`src/rtl/acs_radix_n.sv`:
```
`default_nettype none
// ============================================================================
//  Module   : acs_radix_n
//  Purpose  : Radix-2^K add-compare-select for a Viterbi trellis state:
//             saturating sums, min-select tree (ties to lower index), valid.
//  Options  : ACS_NORM_EN adds norm_en and the NORM_VAL renormaliser.
//  Revision : 1.0 - initial release
// ============================================================================
module acs_radix_n #(
    parameter int W        = 4,
    parameter int K        = 2,
    parameter int PIPE_LVL = 0,
    parameter int NORM_VAL = 2
) (
    input  logic                   clock,
    input  logic                   reset,
    input  logic                   ae,
    input  logic [(2**K)*W-1:0]    acs_ppm_in,
    input  logic [(2**K)*W-1:0]    hd_in,
`ifdef ACS_NORM_EN
    input  logic                   norm_en,
`endif
    output logic [W-1:0]           acs_ppm_out,
    output logic [K-1:0]           acs_bx_out,
    output logic                   acs_vld_out
);

    localparam int            c_n   = 2**K;
    localparam int            c_lat = (PIPE_LVL != 0) ? 1 + K : 1;
    localparam logic [W-1:0]  c_inf = {W{1'b1}};

    generate
        if (NORM_VAL <= 0 || NORM_VAL >= 2**W - 1) begin : g_norm_range_err
            $error("acs_radix_n: NORM_VAL out of range");
        end
        if (PIPE_LVL != 0 && PIPE_LVL != 1) begin : g_pipe_range_err
            $error("acs_radix_n: PIPE_LVL must be 0 or 1");
        end
    endgenerate

`ifdef ACS_NORM_EN
    localparam logic [W-1:0]  c_norm = W'(NORM_VAL);
`endif

    logic [W:0]   w_add      [c_n];
    logic [W-1:0] w_sum_nxt  [c_n];
    logic [W-1:0] r_sum      [c_n];

    // Infinite metrics stay infinite; overflow clamps to infinite rather than wrapping.
    always_comb begin
        for (int i = 0; i < c_n; i++) begin
            w_add[i] = {1'b0, acs_ppm_in[i*W +: W]} + {1'b0, hd_in[i*W +: W]};
            if (acs_ppm_in[i*W +: W] == c_inf || w_add[i][W])
                w_sum_nxt[i] = c_inf;
            else
                w_sum_nxt[i] = w_add[i][W-1:0];
`ifdef ACS_NORM_EN
            if (norm_en && w_sum_nxt[i] != c_inf)
                w_sum_nxt[i] = (w_sum_nxt[i] > c_norm) ? w_sum_nxt[i] - c_norm : '0;
`endif
        end
    end

    always_ff @(posedge clock or posedge reset) begin
        if (reset) begin
            for (int i = 0; i < c_n; i++) r_sum[i] <= '0;
        end else if (ae) begin
            for (int i = 0; i < c_n; i++) r_sum[i] <= w_sum_nxt[i];
        end
    end

    // Level gl halves the candidates; its select decides index bit gl-1.
    generate
        for (genvar gl = 0; gl <= K; gl++) begin : g_lvl
            localparam int c_cnt = c_n >> gl;
            logic [W-1:0] w_m [c_cnt];
            logic [K-1:0] w_i [c_cnt];

            if (gl == 0) begin : g_leaf
                always_comb begin
                    for (int j = 0; j < c_cnt; j++) begin
                        w_m[j] = r_sum[j];
                        w_i[j] = '0;
                    end
                end
            end else begin : g_cmp
                logic         w_sel [c_cnt];
                logic [W-1:0] w_cm  [c_cnt];
                logic [K-1:0] w_ci  [c_cnt];

                always_comb begin
                    for (int j = 0; j < c_cnt; j++) begin
                        w_sel[j] = g_lvl[gl-1].w_m[2*j+1] < g_lvl[gl-1].w_m[2*j];
                        w_cm[j]  = w_sel[j] ? g_lvl[gl-1].w_m[2*j+1] : g_lvl[gl-1].w_m[2*j];
                        w_ci[j]  = w_sel[j] ? g_lvl[gl-1].w_i[2*j+1] : g_lvl[gl-1].w_i[2*j];
                        w_ci[j][gl-1] = w_sel[j];
                    end
                end

                if (PIPE_LVL != 0) begin : g_reg
                    logic [W-1:0] r_m [c_cnt];
                    logic [K-1:0] r_i [c_cnt];

                    always_ff @(posedge clock or posedge reset) begin
                        if (reset) begin
                            for (int j = 0; j < c_cnt; j++) begin
                                r_m[j] <= '0;
                                r_i[j] <= '0;
                            end
                        end else begin
                            for (int j = 0; j < c_cnt; j++) begin
                                r_m[j] <= w_cm[j];
                                r_i[j] <= w_ci[j];
                            end
                        end
                    end

                    always_comb begin
                        for (int j = 0; j < c_cnt; j++) begin
                            w_m[j] = r_m[j];
                            w_i[j] = r_i[j];
                        end
                    end
                end else begin : g_comb
                    always_comb begin
                        for (int j = 0; j < c_cnt; j++) begin
                            w_m[j] = w_cm[j];
                            w_i[j] = w_ci[j];
                        end
                    end
                end
            end
        end
    endgenerate

    assign acs_ppm_out = g_lvl[K].w_m[0];
    assign acs_bx_out  = g_lvl[K].w_i[0];

    logic [c_lat-1:0] r_vld;

    generate
        if (c_lat == 1) begin : g_vld_one
            always_ff @(posedge clock or posedge reset) begin
                if (reset) r_vld <= '0;
                else       r_vld <= ae;
            end
        end else begin : g_vld_shift
            always_ff @(posedge clock or posedge reset) begin
                if (reset) r_vld <= '0;
                else       r_vld <= {r_vld[c_lat-2:0], ae};
            end
        end
    endgenerate

    assign acs_vld_out = r_vld[c_lat-1];

endmodule
`default_nettype wire

```
`config.mk`:
```
export PLATFORM = sky130hd
export DESIGN_NAME = acs_radix_n
export DESIGN_NICKNAME = d
export VERILOG_FILES = /design/src/rtl/acs_radix_n.sv
export SDC_FILE = /design/constraint.sdc
export NUM_CORES = 1
export LEC_CHECK = 0
export ABC_CLOCK_PERIOD_IN_PS = 2700
export BUFFER_PORTS_ARGS = -buffer_cell sky130_fd_sc_hd__buf_2
export CAP_MARGIN = 20
export CORE_MARGIN = 2
export CORE_UTILIZATION = 50
export DETAILED_ROUTE_END_ITERATION = 8
export GPL_TIMING_DRIVEN = 0
export PLACE_DENSITY = 0.74
export SKIP_CTS_REPAIR_TIMING = 1
export SYNTH_ARGS = -nofsm -noshare
export SYNTH_HDL_FRONTEND = slang
export SYNTH_SLANG_ARGS = --single-unit
```
`constraint.sdc`:
```
create_clock -name clock -period 2.7 [get_ports clock]
set_input_delay 0 -clock clock [delete_from_list [all_inputs] [get_ports clock]]
set_output_delay 0 -clock clock [all_outputs]
set_load 0.01 [all_outputs]
```
Yosys cells after proc, flatten, opt, wreduce, memory -nomap -nowiden

Index checks and enable logic that the tools add are counted.

Bits in registers: 17
Output and inout port bits: 7
Input bits: 35
Word-level logic and storage cells: 28

Muxes and demuxes: 8
Reduce and logical (&&, ||, !) cells: 4
Eq/ne operators: 4
Add/subtract/negate cells: 4
Order comparisons: 3

Operator list:

| cell                                        | count |
|---|---|
| 2-to-1 mux 4 bit                            | 7 |
| adder 4 x 4 -> 5 bit                        | 4 |
| equality test 4 bit (second input constant) | 4 |
| less-than comparator 4 bit                  | 3 |
| logical OR 1 bit                            | 4 |
| 2-to-1 mux 1 bit                            | 1 |

Depth between registers and ports, before layout

Gate-level depths: netlist (run 1).

Depth in word-level cells: 4
Depth in mapped cells: 12
Mapped depth without buffers: 12

Worst setup path before layout (run 1)

OpenSTA, ideal clock, no wires.

Path kind: flip-flop to output port
From: register r_sum, in the netlist g_lvl[0].w_m[3]
To: output acs_bx_out[0]
Path slack: 0.113 ns
Cell stages (with the launch flop): 12
Data required time: 2.700 ns
Data arrival time: 2.587 ns
Buffers on the path: 0
Path through: dfrtp_1 ha_1 nand2_1 o21ai_1 mux2i_1 inv_1 ha_1 a21oi_2 nand2_2 o21bai_2 o32ai_4 mux2i_1

Cells in the longest elaborated chain, start to end: 4

RTL lines:

| what                           | line | source |
|---|---|---|
| from (decl)                    | 47   | `logic [W-1:0] r_sum [c_n];` |
| less-than comparator 4 bit     | 93   | `w_sel[j] = g_lvl[gl-1].w_m[2*j+1] < g_lvl[gl-1].w_m[2*j];` |
| 2-to-1 mux 4 bit (*)           | 94   | `w_cm[j] = w_sel[j] ? g_lvl[gl-1].w_m[2*j+1] : g_lvl[gl-1].w_m[2*j];` |
| less-than comparator 4 bit (*) | 93   |  |
| net g_lvl[2].g_cmp.w_sel       | 87   | `logic w_sel [c_cnt];` |
| 2-to-1 mux 1 bit (*)           | 95   | `w_ci[j] = w_sel[j] ? g_lvl[gl-1].w_i[2*j+1] : g_lvl[gl-1].w_i[2*j];` |
| to (decl)                      | 24   | `output logic [K-1:0] acs_bx_out,` |

Mark *: on every way through the listed nets, which the timed path passes. The rest lies on a longest branch.

Worst setup path in the final report (run 1)

From: register r_sum, in the netlist g_lvl[0].w_m[6]
To: output acs_bx_out[0]

Same word-level chain as after synthesis.

==> results.yml, run 1 <==
critical_path:
  crit_type: "register to output port"
  start_kind: "register"
  crit_path_max_fanout: 4
  cp_data_arrival_time_ps: 3050
  cp-end-kind: "output port"
  cp.required_ps: 2700
logic_synthesis:
  synth.area.mux_share_pct: 4.34
  synth_compound_area_share_pct: 20.1
  ys_warn_count: 0
  synth_area_per_cell_um2: 9.16
  synthAdderAreaFrac_pct: 25.9
  syn_nets: 242
  synth_xor_area_share_pct: 4.34
  netlist_area_um2: 1610
  netlist_instances: 176
  yosys.area_share.simple_pct: 11.9
  synth_top_family_by_area: "adder cells"
  synth.distinct_cells: 29
  synth-seq-area-share_pct: 26.4
  ys_ff_latch: 17
pwr:
  swShare_pct: 40.5
  seq_power_share_pct: 25.0
  pwr-share-comb_pct: 63.8
  power.share.clock_pct: 11.2
  totalPowerFinal_w: 0.00133
  power_density_nw_per_um2: 634
  intPower_w: 0.000791
  p_leak_nw: 1.06
  ir_drop_v: 0.000244
  power.switching_w: 0.000539
status:
  violations: "setup timing"
  status: "finished, violations left"
floorplanning:
  start_util_pct: 52.8
  die_w_um: 60.8
  core_um2: 3050
  dieArea_um2: 3700
  die_y_um: 60.8
  fp-row-count: 20
  io_pins: 42
routing:
  routed_wl_um: 3420
  wire_per_inst_um: 12.3
  routed_via_density: 5.04
  postRouteAntennaNets: 0
  firstDrtPassIters: 4
  drc_errors: 0
  vias: 1396
  drt_first_iter_violations: 76
timing:
  fin_ws_ps: -354
  period_share_pct: 113
  max_freq_mhz: 327
  final-max-slew-violation-count: 0
  hold_viol_final: 0
  grt_setup_unrepaired: "true"
  period_needed_ps: 3050
  slew-limit-headroom_pct: 55.2
  worstMarginPinSlew_ps: 672
  finalClockSkew_ps: 0
  finalSetupViolCount: 4
place:
  dp_hpwl_um: 2520
  routabilityCongestion: 0.802
  port_buffers: 41
  dp_slack_ps: -271
layout:
  fin_nets: 300
  drive_gt1_share_pct: 33.5
  final_common_cell: "buf_2"
  antenna_cells: 0
  mostFrequentLayoutCells: "40 x buf_2, 24 x inv_1, 22 x ha_1, 17 x a21oi_1"
  area_growth_pct: 30.2
job:
  drv_cap: 0
grt:
  grt_max_degree: 18
  grt_util_all_layers_pct: 17.7
  antenna_found_initial: 0
  grt_pass1_wl_um: 4880
  grt_pass1_vias: 1174
  overflow: 0
clocking:
  cts-root-buf: "clkbuf_4"
  clockBufferDepth: 2
  clock_sinks: 17
  insertion_delay_ps: 300
  cts_tree: "yes"
  cts_made_buffers: 3
  path_clk_slew_ps: 110
  cts.htree.levels: 1
hold_path:
  hold_path.class: "primary input to register"
[critical path, stage by stage, from the launching register on]
cell and delay (ps):
dfrtp_1 410, inv_1 80, ha_4 280, nand2_2 60, o21ai_4 170, mux2i_2 280
inv_1 70, ha_2 190, a21oi_2 170, nand2_2 100, o21bai_4 190, o32ai_4 380
mux2i_1 220, buf_2 140
[per-layer routing]
| metal | part of all wire, % | global-route usage (%) | vias to the layer above |
|---|---|---|---|
| met5 | 0 | 0 | - |
| li1 | - | - | 730 |
| met1 | 47 | 24.1 | 634 |
| met4 | 0.85 | 3.73 | 0 |
| met3 | 3.9 | 3.20 | 3 |
| met2 | 48 | 29.5 | 29 |
[final timing paths]
check | startpoint | to | slack [ps] | depth (start not counted)
worst min register to register | g_lvl[0].w_m[4]$_DFFE_PP0P_ | g_lvl[0].w_m[4]$_DFFE_PP0P_ | 550 | 1
worst min-delay path | hd_in[8] | g_lvl[0].w_m[4]$_DFFE_PP0P_ | 20 | 3
min in group asynchronous | reset | g_lvl[0].w_m[5]$_DFFE_PP0P_ | 320 | 3
max in group asynchronous | reset | g_lvl[0].w_m[1]$_DFFE_PP0P_ | 1910 | 3
worst max-delay path | g_lvl[0].w_m[6]$_DFFE_PP0P_ | acs_bx_out[0] | -350 | 13
worst max register to register | g_lvl[0].w_m[5]$_DFFE_PP0P_ | g_lvl[0].w_m[5]$_DFFE_PP0P_ | 1900 | 3
[per-stage QoR]
step                      hold WS, ps  cell area [um^2]  utilization, %  instances  setup TNS (ps)
after detailed placement          127              1870            61.4        261            -984
after global routing             14.2              2100            68.8        277           -1980
after floorplan                 -73.9              1610               -        176               0
after global placement            119              1870            61.4        261            -894
after CTS                        -196              1900            62.2        265           -2540
final                            21.9              2100            68.8        277           -1310
[synthesized netlist by cell type (all sizes together)]
master / instances / area, um^2
ha: 27 / 338
inv: 26 / 97.6
a21oi: 21 / 109
dfrtp: 17 / 425
nor2: 16 / 60.1
o21ai: 9 / 45.0
xor2: 8 / 70.1
mux2i: 7 / 70.1
a21o: 6 / 45.0
a211oi: 4 / 45.1
fa: 4 / 80.1
nand2: 4 / 17.5
nand4: 4 / 25.0
nand4b: 4 / 35.0
nor2b: 4 / 25.0
o22a: 4 / 35.0
clkbuf: 2 / 7.51
nand2b: 2 / 12.5
and2: 1 / 6.26
and3: 1 / 6.26
buf: 1 / 7.51
nand3: 1 / 5.00
o21bai: 1 / 11.3
o22ai: 1 / 6.26
o32ai: 1 / 27.5
[cells by family (layout without fill, tap and decap cells)]
family / after synthesis / in the layout
AOI/OAI and AO/OA: 47 / 47
and+or+nand+nor: 37 / 37
adders and majority gates: 31 / 31
buffers and inverters: 29 / 86
DFF: 17 / 17
xor gates and xnor gates: 8 / 8
muxes: 7 / 7
[final cells by class]
type / instances / area, um^2
multi-input cells: 130 / 1170
well taps: 44 / 55.1
repair buffers: 53 / 307
flip-flops and latches: 17 / 427
fillers: 268 / 953
inverters: 26 / 97.6
clock buffers: 4 / 26.3
plain buffers: 3 / 15.0
[power by group through the flow]
| stage | Sequential, W | Clock, W | Combinational (W) |
|---|---|---|---|
| final | 0.000332 | 0.000149 | 0.000849 |
| after floorplan | 0.000321 | 0 | 0.000491 |
| after CTS | 0.000326 | 0.000142 | 0.000655 |
| after detailed placement | 0.000332 | 0 | 0.000651 |
| after global placement | 0.000330 | 0 | 0.000645 |
| after global routing | 0.000338 | 0.000163 | 0.000930 |
[state kept, by name (all words and copies together) (netlist names)]
register and cells:
acs_vld_out 1, g_lvl.w_m 16
No activity file was read; power rests on OpenSTA's default activity.
==> run 2, diff against run 1 <==
Settings changed: ABC_CLOCK_PERIOD_IN_PS 2700 to 3900, BUFFER_PORTS_ARGS -buffer_cell sky130_fd_sc_hd__buf_2 to -buffer_cell sky130_fd_sc_hd__buf_4.
Clock period 2.7 ns to 3.9 ns, I/O delays scaled along.
==> run 2 against run 1 <==
The flow now finishes without violations. Non-clock buffer count decreased by 10. Critical path depth is the same. First-iteration DRC count is 57% lower. Worst setup slack improved by 880 ps. Power is 38% lower. Die area did not move. Combinational power is 41% lower. Critical path type unchanged. Critical endpoint is now acs_ppm_out[1].
==> results.yml, run 2 (synthesis gave the netlist of run 1 again) <==
job:
  drv_cap: 0
critical_path:
  start_kind: "register"
  setup.worst_path.start: "g_lvl[0].w_m[7]$_DFFE_PP0P_"
  cp.required_ps: 3900
  cp_data_arrival_time_ps: 3380
  reg2reg_setup_slack_ps: 3170
  cp.depth: 13
  cp_slowest_cell: "dfrtp_1"
  reg2reg_depth: 1
  r2r-end: "g_lvl[0].w_m[12]$_DFFE_PP0P_"
  crit_type: "register to output port"
  crit_path_max_fanout: 4
  crit_buf_inv: 3
  reg2reg_from: "g_lvl[0].w_m[12]$_DFFE_PP0P_"
  cp_top_family: "compound AO/OA/AOI/OAI gates"
  crit_chain: "inv_1, ha_1, nand2_1, o21ai_1, mux2i_1, inv_1, ha_1, a21oi_2, nand2_2, o21bai_2, o32ai_4, mux2i_1, buf_4"
  critPathMaxStageDelay_ps: 410
  cp-end-kind: "output port"
layout:
  largest_register_ffs: 16
  layoutNonFillerInstCount: 267
  fill_cells: 262
  register_area_um2: 425
  final_area_um2: 2020
  fin_nets: 290
  antenna_cells: 0
  mostFrequentLayoutCells: "42 x buf_4, 27 x ha_1, 26 x inv_1, 20 x a21oi_1, 17 x dfrtp_1"
  multi_input_area_um2: 1070
  drive_gt1_share_pct: 23.3
  utilization_pct: 66.2
  final_common_cell: "buf_4"
  area_growth_pct: 25.4
pwr:
  ir_drop_v: 0.000189
  power.share.clock_pct: 11.9
  seq_power_share_pct: 27.5
  power_density_nw_per_um2: 407
  power.switching_w: 0.000331
  intPower_w: 0.000493
  pwr-share-comb_pct: 60.6
  p_leak_nw: 1.04
  swShare_pct: 40.2
routing:
  wire_per_inst_um: 12.7
  postRouteAntennaNets: 0
  firstDrtPassIters: 4
  drc_errors: 0
  drt_first_iter_violations: 33
  vias: 1385
  routed_via_density: 5.19
  routed_wl_um: 3400
timing:
  hold_viol_final: 0
  slew-limit-headroom_pct: 53.9
  finalSetupViolCount: 0
  period_share_pct: 86.6
  fin_setup_tns_ps: 0
  fin_ws_ps: 522
  final-max-slew-violation-count: 0
  period_needed_ps: 3380
  finalClockSkew_ps: 0
  worstMarginPinSlew_ps: 690
  grt_setup_unrepaired: "false"
  max_freq_mhz: 296
place:
  port_buffers: 41
  dp_hpwl_um: 2890
  dp.cells: 261
  placed_area_um2: 1980
  routabilityCongestion: 0.868
  dp_slack_ps: 858
hold_path:
  min-delay-start: "hd_in[8]"
  hold_path.class: "primary input to register"
  hold_depth: 3
  hold_end: "g_lvl[0].w_m[4]$_DFFE_PP0P_"
clocking:
  cts_tree: "yes"
  clock_sinks: 17
  insertion_delay_ps: 290
  path_clk_slew_ps: 100
  cts_made_buffers: 3
  cts.htree.levels: 1
  cts-root-buf: "clkbuf_4"
  clockBufferDepth: 2
grt:
  grt_pass1_wl_um: 5700
  antenna_found_initial: 0
  grt_max_degree: 18
  grt_util_all_layers_pct: 20.6
  overflow: 0
  grt_pass1_vias: 1380
floorplanning:
  core_um2: 3050
  io_pins: 42
  die_w_um: 60.8
  dieArea_um2: 3700
  start_util_pct: 52.8
  die_y_um: 60.8
  fp-row-count: 20
status:
  status: "completed"
[run 2: worst max path at each step]
stage | endpoint | slack [ps]
floorplan | acs_bx_out[0] | 1310
global placement | acs_ppm_out[1] | 1010
detailed placement | acs_ppm_out[1] | 860
CTS | acs_ppm_out[1] | 520
global route | acs_ppm_out[1] | 260
finish | acs_ppm_out[1] | 520
[run 2: layout make-up]
type	instances	share of cell area (%)
timing repair buffer	43	16.2
multi-input combinational	130	53.2
buffer	3	0.743
sequential	17	21.0
inverter	26	4.83
tap	44	2.72
clock buffer	4	1.30
[run 2: routing by layer]
layer,track usage (%),routed length [um],share of wire (%),vias to the layer above
li1,-,-,-,710
met1,23.6,1460,43,639
met2,39.9,1780,52,32
met3,2.56,134,3.9,4
met4,5.59,29,0.85,0
met5,0,0,0,-
[run 2: metrics by stage]
stage	total power, W	hold WS (ps)
3_3_place_gp	0.000704	123
4_1_cts	0.000828	-180
5_1_grt	0.000899	30.1
6_report	0.000823	29.8
2_1_floorplan	0.000562	-73.9
3_5_place_dp	0.000729	128
[run 2: power groups by stage]
stage	Combinational, W	Clock [W]	Sequential, W
after floorplan	0.000340	0	0.000222
after global placement	0.000475	0	0.000229
after detailed placement	0.000499	0	0.000231
after CTS	0.000501	0.0000996	0.000227
after global routing	0.000559	0.000110	0.000230
final	0.000499	0.0000982	0.000227
==> run 3, diff against run 2 <==
Settings changed: PLACE_DENSITY 0.74 to 0.84.
==> run 3 against run 2 <==
Die area did not move. Sequential power barely moved. Global-route usage fell by 0.60 points. Clock power fell by 2.7%. Critical path depth did not move. Fmax rose by 1.1%. Power fell by 0.43%. Utilization did not move. First-iteration DRC count rose by 140%. Flip-flop and latch count did not move.
==> results.yml, run 3 (synthesis gave the netlist of run 1 again) <==
critical_path:
  reg2reg_setup_slack_ps: 3180
  r2r-end: "g_lvl[0].w_m[4]$_DFFE_PP0P_"
  cp_slowest_cell: "dfrtp_1"
  cp-end-kind: "output port"
  reg2reg_from: "g_lvl[0].w_m[4]$_DFFE_PP0P_"
  crit_path_max_fanout: 4
  crit_chain: "inv_1, ha_1, nand2_1, o21ai_1, mux2i_1, inv_1, ha_1, a21oi_2, nand2_2, o21bai_2, o32ai_4, mux2i_1, buf_4"
  critPathMaxStageDelay_ps: 390
  crit_type: "register to output port"
  reg2reg_depth: 1
  start_kind: "register"
  cp_data_arrival_time_ps: 3340
  cp.required_ps: 3900
  cp-endpoint: "acs_ppm_out[1]"
  setup.worst_path.start: "g_lvl[0].w_m[7]$_DFFE_PP0P_"
pwr:
  ir_drop_v: 0.000181
  totalPowerFinal_w: 0.000820
  power_density_nw_per_um2: 405
  p_leak_nw: 1.04
place:
  placed_area_um2: 1980
  dp_slack_ps: 896
  port_buffers: 41
  routabilityCongestion: 0.828
  dp_hpwl_um: 2650
timing:
  finalClockSkew_ps: 0
  fin_setup_tns_ps: 0
  final-max-slew-violation-count: 0
  max_freq_mhz: 299
  hold_viol_final: 0
  grt_setup_unrepaired: "false"
  period_needed_ps: 3340
  slew-limit-headroom_pct: 55.7
  finalSetupViolCount: 0
  worstMarginPinSlew_ps: 664
  fin_ws_ps: 557
  period_share_pct: 85.7
grt:
  antenna_found_initial: 0
  grt_util_all_layers_pct: 20.0
  grt_max_degree: 18
  grt_pass1_vias: 1364
  overflow: 0
  grt_pass1_wl_um: 5630
routing:
  wire_per_inst_um: 12.2
  vias: 1375
  firstDrtPassIters: 4
  routed_wl_um: 3250
  drc_errors: 0
  routed_via_density: 5.15
  postRouteAntennaNets: 0
  drt_first_iter_violations: 79
floorplanning:
  die_y_um: 60.8
  core_um2: 3050
  dieArea_um2: 3700
  die_w_um: 60.8
  start_util_pct: 52.8
  fp-row-count: 20
  io_pins: 42
layout:
  drive_gt1_share_pct: 23.3
  antenna_cells: 0
  final_area_um2: 2020
  largest_register_ffs: 16
  mostFrequentLayoutCells: "42 x buf_4, 27 x ha_1, 26 x inv_1, 20 x a21oi_1, 17 x dfrtp_1"
  fin_nets: 290
  fill_cells: 268
  final_common_cell: "buf_4"
  area_growth_pct: 25.4
clocking:
  insertion_delay_ps: 290
  clock_sinks: 17
  cts_made_buffers: 3
  cts_tree: "yes"
  cts.htree.levels: 1
  path_clk_slew_ps: 100
  clockBufferDepth: 2
  cts-root-buf: "clkbuf_4"
hold_path:
  hold_path.class: "primary input to register"
job:
  drv_cap: 0
status:
  status: "completed"
==> run 3: cell counts in the layout (fill, tap and decap cells not counted) <==
Identical to the previous run, type by type.
==> run 3: per-stage QoR <==
step / hold slack, ps / cells / utilization (%)
finish: 40.4 / 267 / 66.2
floorplan: -73.9 / 176 / -
global placement: 127 / 261 / 64.7
global route: 53.3 / 267 / 66.2
detailed placement: 128 / 261 / 64.7
CTS: -182 / 265 / 65.6
==> run 3: worst max-delay path, delay by kind of cell (launching register included) <==
| family | cells | cell delay [ps] |
|---|---|---|
| mux | 2 | 550 |
| flops | 1 | 390 |
| buf+inv | 3 | 270 |
| compound gates | 4 | 1100 |
| simple gates | 2 | 180 |
| fa+ha+maj | 2 | 550 |
==> run 3: where the power goes <==
part           leakage, nW  total [W]  switching [W]  internal [W]
combinational        0.852   0.000498       0.000248      0.000251
clock               0.0150  0.0000955      0.0000557     0.0000397
sequential           0.177   0.000226      0.0000239      0.000202
==> run 3: how the worst min path moves through the flow <==
stage / startpoint / end / slack [ps] / depth (start not counted)
after floorplan: reset / acs_vld_out$_DFF_PP0_ / -70 / 1
after global placement: reset / acs_vld_out$_DFF_PP0_ / 130 / 2
after detailed placement: ae / acs_vld_out$_DFF_PP0_ / 130 / 1
after CTS: reset / acs_vld_out$_DFF_PP0_ / -180 / 2
after global routing: hd_in[4] / g_lvl[0].w_m[8]$_DFFE_PP0P_ / 50 / 3
final: hd_in[8] / g_lvl[0].w_m[4]$_DFFE_PP0P_ / 40 / 3
==> run 3: layout make-up <==
| class | instances | area, um^2 | area share [%] |
|---|---|---|---|
| Buffer | 3 | 15.0 | 0.743 |
| Tap cell | 44 | 55.1 | 2.72 |
| Multi-Input combinational cell | 130 | 1070 | 53.2 |
| Sequential cell | 17 | 425 | 21.0 |
| Timing Repair Buffer | 43 | 328 | 16.2 |
| Clock buffer | 4 | 26.3 | 1.30 |
| Inverter | 26 | 97.6 | 4.83 |
==> run 3: per-layer routing <==
metal / part of all wire (%) / vias up / global-route usage [%]
li1: - / 707 / -
met1: 44 / 634 / 25.6
met2: 52 / 32 / 34.9
met3: 3.9 / 2 / 2.56
met4: 0.25 / 0 / 6.83
met5: 0 / - / 0
